## src/rtl/lcd_pkg.sv

```systemverilog
// Shared LCD definitions: writer FSM states, word layout, panel commands and
// the RGB565 palette used by the character/window generators.
package lcd_pkg;

    typedef enum logic [3:0] {
        ST_IDLE  = 4'b0001,
        ST_SHIFT = 4'b0010,
        ST_DONE  = 4'b0100,
        ST_GAP   = 4'b1000
    } lcd_state_t;

    localparam int DC_BIT   = 8;
    localparam int BYTE_MSB = 7;

    localparam logic [8:0] CMD_CASET = 9'h02A;
    localparam logic [8:0] CMD_PASET = 9'h02B;
    localparam logic [8:0] CMD_RAMWR = 9'h02C;

    localparam logic [15:0] RGB565_BLACK  = 16'h0000;
    localparam logic [15:0] RGB565_WHITE  = 16'hFFFF;
    localparam logic [15:0] RGB565_RED    = 16'hF800;
    localparam logic [15:0] RGB565_GREEN  = 16'h07E0;
    localparam logic [15:0] RGB565_BLUE   = 16'h001F;
    localparam logic [15:0] RGB565_YELLOW = 16'hFFE0;

endpackage

```

## src/rtl/lcd_spi_tick.sv

```systemverilog
// SCLK half-period divider: one-cycle half_tick every CLK_DIV enabled cycles,
// restarting from zero whenever the enable drops.
module lcd_spi_tick #(
    parameter int CLK_DIV = 2
) (
    input  logic sys_clk,
    input  logic sys_rst,
    input  logic en,
    output logic half_tick
);

    localparam logic [7:0] TERM = 8'(CLK_DIV - 1);

    logic [7:0] cnt;

    always_ff @(posedge sys_clk) begin
        if (sys_rst || !en || cnt == TERM) begin
            cnt <= '0;
        end else begin
            cnt <= cnt + 8'd1;
        end
    end

    assign half_tick = en && (cnt == TERM);

endmodule

```

## src/rtl/lcd_spi_writer.sv

```systemverilog
// Serialises one 9-bit LCD word (DC flag + byte) per transaction onto a
// 4-wire mode-0 SPI link, MSB first, followed by a fixed guard gap.
module lcd_spi_writer
    import lcd_pkg::*;
#(
    parameter int CLK_DIV    = 2,
    parameter int GAP_CYCLES = 4
) (
    input  logic       sys_clk,
    input  logic       sys_rst,
    input  logic       en_write,
    input  logic [8:0] data,
    output logic       wr_done,
    output logic       busy,
    output logic       lcd_sclk,
    output logic       lcd_mosi,
    output logic       lcd_dc,
    output logic       lcd_cs_n
);

    localparam logic [7:0] GAP_TERM = 8'(GAP_CYCLES - 1);

    lcd_state_t state, state_next;
    logic [7:0] shift_q, shift_d;
    logic [2:0] bit_q, bit_d;
    logic [7:0] gap_q, gap_d;
    logic       sclk_d, dc_d, cs_n_d, done_d;
    logic       shift_en, half_tick;

    assign shift_en = (state == ST_SHIFT);

    lcd_spi_tick #(
        .CLK_DIV(CLK_DIV)
    ) u_tick (
        .sys_clk  (sys_clk),
        .sys_rst  (sys_rst),
        .en       (shift_en),
        .half_tick(half_tick)
    );

    always_ff @(posedge sys_clk) begin
        if (sys_rst) begin
            state    <= ST_IDLE;
            shift_q  <= '0;
            bit_q    <= '0;
            gap_q    <= '0;
            lcd_sclk <= 1'b0;
            lcd_dc   <= 1'b0;
            lcd_cs_n <= 1'b1;
            wr_done  <= 1'b0;
        end else begin
            state    <= state_next;
            shift_q  <= shift_d;
            bit_q    <= bit_d;
            gap_q    <= gap_d;
            lcd_sclk <= sclk_d;
            lcd_dc   <= dc_d;
            lcd_cs_n <= cs_n_d;
            wr_done  <= done_d;
        end
    end

    always_comb begin
        state_next = state;
        shift_d    = shift_q;
        bit_d      = bit_q;
        gap_d      = gap_q;
        sclk_d     = lcd_sclk;
        dc_d       = lcd_dc;
        cs_n_d     = lcd_cs_n;
        done_d     = 1'b0;
        unique case (state)
            ST_IDLE: begin
                if (en_write) begin
                    shift_d    = data[BYTE_MSB:0];
                    dc_d       = data[DC_BIT];
                    cs_n_d     = 1'b0;
                    sclk_d     = 1'b0;
                    bit_d      = '0;
                    state_next = ST_SHIFT;
                end
            end
            ST_SHIFT: begin
                if (half_tick) begin
                    sclk_d = ~lcd_sclk;
                    // A high->low toggle ends one bit; the 8th ends the word.
                    if (lcd_sclk) begin
                        if (bit_q == 3'd7) begin
                            done_d     = 1'b1;
                            cs_n_d     = 1'b1;
                            state_next = ST_DONE;
                        end else begin
                            bit_d   = bit_q + 3'd1;
                            shift_d = {shift_q[6:0], 1'b0};
                        end
                    end
                end
            end
            ST_DONE: begin
                gap_d      = '0;
                state_next = ST_GAP;
            end
            ST_GAP: begin
                if (gap_q == GAP_TERM) begin
                    state_next = ST_IDLE;
                end else begin
                    gap_d = gap_q + 8'd1;
                end
            end
            default: state_next = ST_IDLE;
        endcase
    end

    assign lcd_mosi = shift_q[7];
    assign busy     = (state != ST_IDLE);

endmodule

```

## config.mk

```make
export PLATFORM = sky130hd
export DESIGN_NAME = lcd_spi_writer
export DESIGN_NICKNAME = d
export VERILOG_FILES = /design/src/rtl/lcd_pkg.sv /design/src/rtl/lcd_spi_tick.sv /design/src/rtl/lcd_spi_writer.sv
export SDC_FILE = /design/constraint.sdc
export NUM_CORES = 1
export LEC_CHECK = 0
export ABC_AREA = 1
export CAP_MARGIN = 30
export CORE_MARGIN = 2
export CORE_UTILIZATION = 55
export CTS_BUF_LIST = sky130_fd_sc_hd__clkbuf_16
export CTS_CLUSTER_SIZE = 10
export DETAILED_ROUTE_END_ITERATION = 7
export GPL_ROUTABILITY_DRIVEN = 0
export PLACE_DENSITY = 0.77
export SYNTH_ARGS = -nofsm -noshare
export SYNTH_HDL_FRONTEND = slang
export SYNTH_SLANG_ARGS = --single-unit
```

## constraint.sdc

```tcl
create_clock -name sys_clk -period 3.4 [get_ports sys_clk]
set_input_delay 1.02 -clock sys_clk [delete_from_list [all_inputs] [get_ports sys_clk]]
set_output_delay 1.02 -clock sys_clk [all_outputs]
set_load 0.02 [all_outputs]
```

======== Yosys cells after proc, flatten, opt, wreduce, memory -nomap -nowiden ========
Cells that the tools add are included.
operators by class
  reductions and logical operators ........ 13
  eq/ne operators ......................... 15
  bitwise logic cells ..................... 3
  muxes and demuxes ....................... 26
  $add $sub $neg .......................... 3
operators by type and width
  operator               number
  $mux W8                5
  $pmux W8 S2            2
  $mux W4                5
  $add A8 B1 Y8 const B  2
  $pmux W4 S4            1
  $reduce_and A5 Y1      3
  $ne A2 B2 Y1 const B   7
  $mux W3                4
  $eq A8 B1 Y1 const B   1
  $eq A8 B2 Y1 const B   1
  $mux W1                6
  $pmux W3 S2            1
  $eq A4 B1 Y1 const B   1
  $eq A4 B2 Y1 const B   1
  $eq A4 B3 Y1 const B   1
  $eq A4 B4 Y1 const B   1
  $ne A4 B1 Y1 const B   1
  $pmux W1 S2            2
  $reduce_and A2 Y1      2
  $reduce_bool A2 Y1     2
  $reduce_or A4 Y1       1
  $add A3 B1 Y3 const B  1
  $eq A3 B3 Y1 const B   1
  $not A1 Y1             3
  4 further kinds        5
word-level totals
  input bits .............................. 12
  word-level logic and storage cells ...... 69
  flip-flop bits (word level) ............. 35
  output and inout port bits .............. 6

======== Longest topological paths before layout ========
  depth after elaboration ................. 5
  depth in mapped cells ................... 11
  depth with buffers taken out ............ 10

======== Hierarchy ========
From an unflattened synthesis, not the netlist that was laid out.
unflattened totals
  cell total of the unflattened synthesis .. 299
  area total of the unflattened synthesis .. 2003.2 sq um
modules (own cells, without submodules)
  module          sequential area each (sq um)  area each (sq um)  instances  cells each
  lcd_spi_writer  540.5                         1544.0             1          232
  lcd_spi_tick    160.2                         459.2              1          67

======== Worst setup path before layout ========
Ideal clock, no wire load.
  kind .................................... input-to-reg
  start point ............................. in sys_rst
  end point ............................... reg shift_q[5]
  library setup time ...................... 0.114 ns
  stages .................................. 5
  slack ................................... 1.488 ns
  data required time ...................... 3.286 ns
  path buffers ............................ 2
  arrival time ............................ 1.798 ns
  path through ............................ clkbuf_1 clkinv_1 buf_2 nand2_1 nor2_2
RTL lines
  element               RTL line              RTL
  from (decl)           lcd_spi_writer.sv:10  input logic sys_rst,
  to (signal assigned)  lcd_spi_writer.sv:53  shift_q <= shift_d;
  to (decl)             lcd_spi_writer.sv:24  logic [7:0] shift_q, shift_d;

======== Worst setup path after layout ========
  start point ............................. reg state[0]
  end point ............................... out busy
between the ends
  longest elaborated chain between the ends .. 1
ends and longest elaborated chain
  element                 RTL line               RTL
  from (decl)             lcd_spi_writer.sv:23   lcd_state_t state, state_next;
  from (signal assigned)  lcd_spi_writer.sv:52   state <= state_next;
  $ne A4 B1 Y1            lcd_spi_writer.sv:115  assign busy = (state != ST_IDLE);
  to (decl)               lcd_spi_writer.sv:14   output logic busy,
Every way passes these cells.

==> reports/results.ini <==
[worst_hold_path]
min_path_type = flip-flop to flip-flop

[sta]
fmax_mhz = 400.0
rsz0062_at_grt = no
drv_slew = 0
setup-violations-final = 0
fin_ws_ps = 899.8
period_needed_ps = 2500
hold_viol_final = 0
setup_tns_ps = 0
fin_crit_sh_pct = 73.53
finClkSkew_ps = 3.028
tightest_slew_ps = 459.8
slew_headroom_pct = 69.06

[final_layout]
num_antenna_cells = 0
nFillCells = 313
nets = 319
drive_above_1_share_pct = 8.581
finalCoreUtilization_pct = 66.13
stdcell_area_sq_um = 2172
syn2layout_area_growth_pct = 18.01

[critical_path]
crit_path_max_fanout = 4
slowest_stage = clkdlybuf4s50_1
cp.arrival_ps = 1480
cp_data_required_time_ps = 2380
critPathLaunchType = flip-flop
worstPathCellList = inv_1 > nor2_2 > nand2_2 > clkdlybuf4s50_1
critical_path.max_stage_delay_ps = 550
crit_type = flip-flop to primary output
crit_path_end_kind = primary output

[synthesis]
synth_enable_flop_cells = 0
ys_seq_elements = 35
synth_ff_type = dfxtp_1
async_reset_ff_share_pct = 0
ys_seq_area_share_pct = 38.07
syn_inst = 283
synth.distinct_cells = 25
syn_area_per_cell_sq_um = 6.504
yosysWarnings = 0
synth_area_sq_um = 1841
synthesis.nets = 300

[clocking]
cts_max_level = 2
cts_setup_buffers = 0
cts.clk_slew.worst_paths_ps = 50
clkLatencyLatePin_ps = 280
numCtsBuffers = 5
ctsResizeCount = 0
cts_sinks = 35
hold_buffers = 0
root_buffer = clkbuf_16
cts_tree = yes
clockBufferDepth = 2

[die]
die_w_um = 61.85
ios = 18
die_h_um = 61.85
core_region_area_sq_um = 3284
floorplan.die_area_sq_um = 3825
rows = 21
start_util_pct = 56.04

[pwr]
p_switching_mw = 0.5538
power_frac_seq_pct = 34.4
leakagePower_nw = 1.018
clockPowerShare_pct = 27.8
total_power_mw = 1.505
p_comb_share_pct = 37.8
internal_power_mw = 0.9514
p_sw_share_pct = 36.79
p_per_area_nw_per_um2 = 693.0
ir_drop_uv = 399.5

[outcome]
status = finished, final reports clean

[global_route]
grt_usage_pct = 21.26
grt_pass1_vias = 1430
grt_pass1_wl_um = 6023
grt_overflow_total = 0
grt_max_degree = 22
antenna_found_initial = 0

[routing]
post-route-drc-count = 0
wl_um = 3627
drtIter0Drc = 131
routedWlPerCell_um = 10.39
vias = 1718
vias_per_cell = 4.923
antenna_left = 0
drt-pass1-iter-count = 4

[placement]
port_buffers = 17
hpwl_um = 2671
dpl_cell_area_sq_um = 2036
dp_slack_ps = 841.2

[job]
drv_cap = 0

==> power groups by stage <==
| stage | Sequential, mW | Clock [mW] | Combinational [mW] |
|---|---|---|---|
| after CTS | 0.518 | 0.423 | 0.574 |
| after global placement | 0.524 | 0 | 0.559 |
| after detailed placement | 0.526 | 0 | 0.567 |
| final | 0.518 | 0.419 | 0.569 |
| after global routing | 0.526 | 0.445 | 0.663 |
| after floorplan | 0.537 | 0 | 0.443 |
==> path summary, 6_finish.rpt <==
kind,slack [ps],from,depth (start not counted),to
worst max register to register,1730,state[1],9,shift_q[7]
worst min register to register,450,lcd_dc,2,lcd_dc
worst min-delay path,450,lcd_dc,2,lcd_dc
worst max-delay path,900,state[0],4,busy
==> cells by family (layout without fill, tap and decap cells) <==
family	count (synthesis)	count (layout)	synth area share, %
simple gates	168	168	40.04
fa+ha+maj	5	5	3.399
buf+inv	47	67	10.54
flops	35	35	38.07
compound gates	28	28	7.954
==> state kept, by name, summed over array words and instances, names as in the netlist <==
signal      cells
gap_q           8
shift_q         8
u_tick.cnt      8
state           4
bit_q           3
lcd_cs_n        1
lcd_dc          1
lcd_sclk        1
wr_done         1
==> Yosys cell counts (2+ instances only) <==
| cell | count | share of area [%] |
|---|---|---|
| nand2_1 | 68 | 14 |
| nor2_1 | 51 | 10 |
| o21ai_0 | 13 | 3.5 |
| nand4_1 | 3 | 1.0 |
| clkbuf_1 | 2 | 0.41 |
| a21oi_1 | 12 | 3.3 |
| inv_2 | 3 | 0.61 |
| dfxtp_1 | 35 | 38 |
| inv_1 | 37 | 7.5 |
| ha_1 | 5 | 3.4 |
| buf_2 | 2 | 0.54 |
| nand2_2 | 7 | 2.4 |
| nor4_1 | 2 | 0.68 |
| nand3_1 | 21 | 5.7 |
| nor2_2 | 6 | 2.0 |
| nor3_1 | 6 | 1.6 |
| buf_6 | 2 | 1.2 |
==> through the flow <==
stage	hold WS [ps]	instances
floorplan	433.4	283
global placement	435.2	341
detailed placement	445.6	341
CTS	454.2	349
global route	473.7	349
finish	447.1	349
==> layout make-up <==
class | instances | area (sq um) | area share, %
clock inverter | 3 | 11.26 | 0.5184
clock buffer | 5 | 125.1 | 5.760
multi-input combinational | 201 | 945.9 | 43.55
tap | 46 | 57.56 | 2.650
timing repair buffer | 18 | 177.7 | 8.180
sequential | 35 | 700.7 | 32.26
inverter | 41 | 153.9 | 7.085
==> placed cells by master, fill, tap and decap left out, types with 2 or more instances in the layout <==
cell | synthesis | final
inv_1 | 37 | 38
clkbuf_16 | 0 | 5
ha_1 | 5 | 5
nor4_1 | 2 | 2
a21oi_1 | 12 | 12
nand2_1 | 68 | 68
nand2_2 | 7 | 7
clkinv_1 | 1 | 3
nor2_2 | 6 | 6
inv_2 | 3 | 3
clkdlybuf4s50_1 | 0 | 17
nand3_1 | 21 | 21
o21ai_0 | 13 | 13
nor3_1 | 6 | 6
dfxtp_1 | 35 | 35
nor2_1 | 51 | 51
nand4_1 | 3 | 3
==> layer usage <==
metal | share of wire (%) | track usage (%) | wire [um]
met2 | 48 | 35.94 | 1745
met1 | 47 | 25.70 | 1695
met4 | 1.7 | 7.599 | 62
met5 | 0 | 0 | 0
met3 | 3.4 | 6.211 | 124
==> critical path: cells and delay by family (launching register included) <==
| kind | cells | cell delay, ps |
|---|---|---|
| buffers and inverters | 2 | 620 |
| DFF | 1 | 330 |
| and+or+nand+nor | 2 | 240 |
No activity file was read; power rests on OpenSTA's default activity.
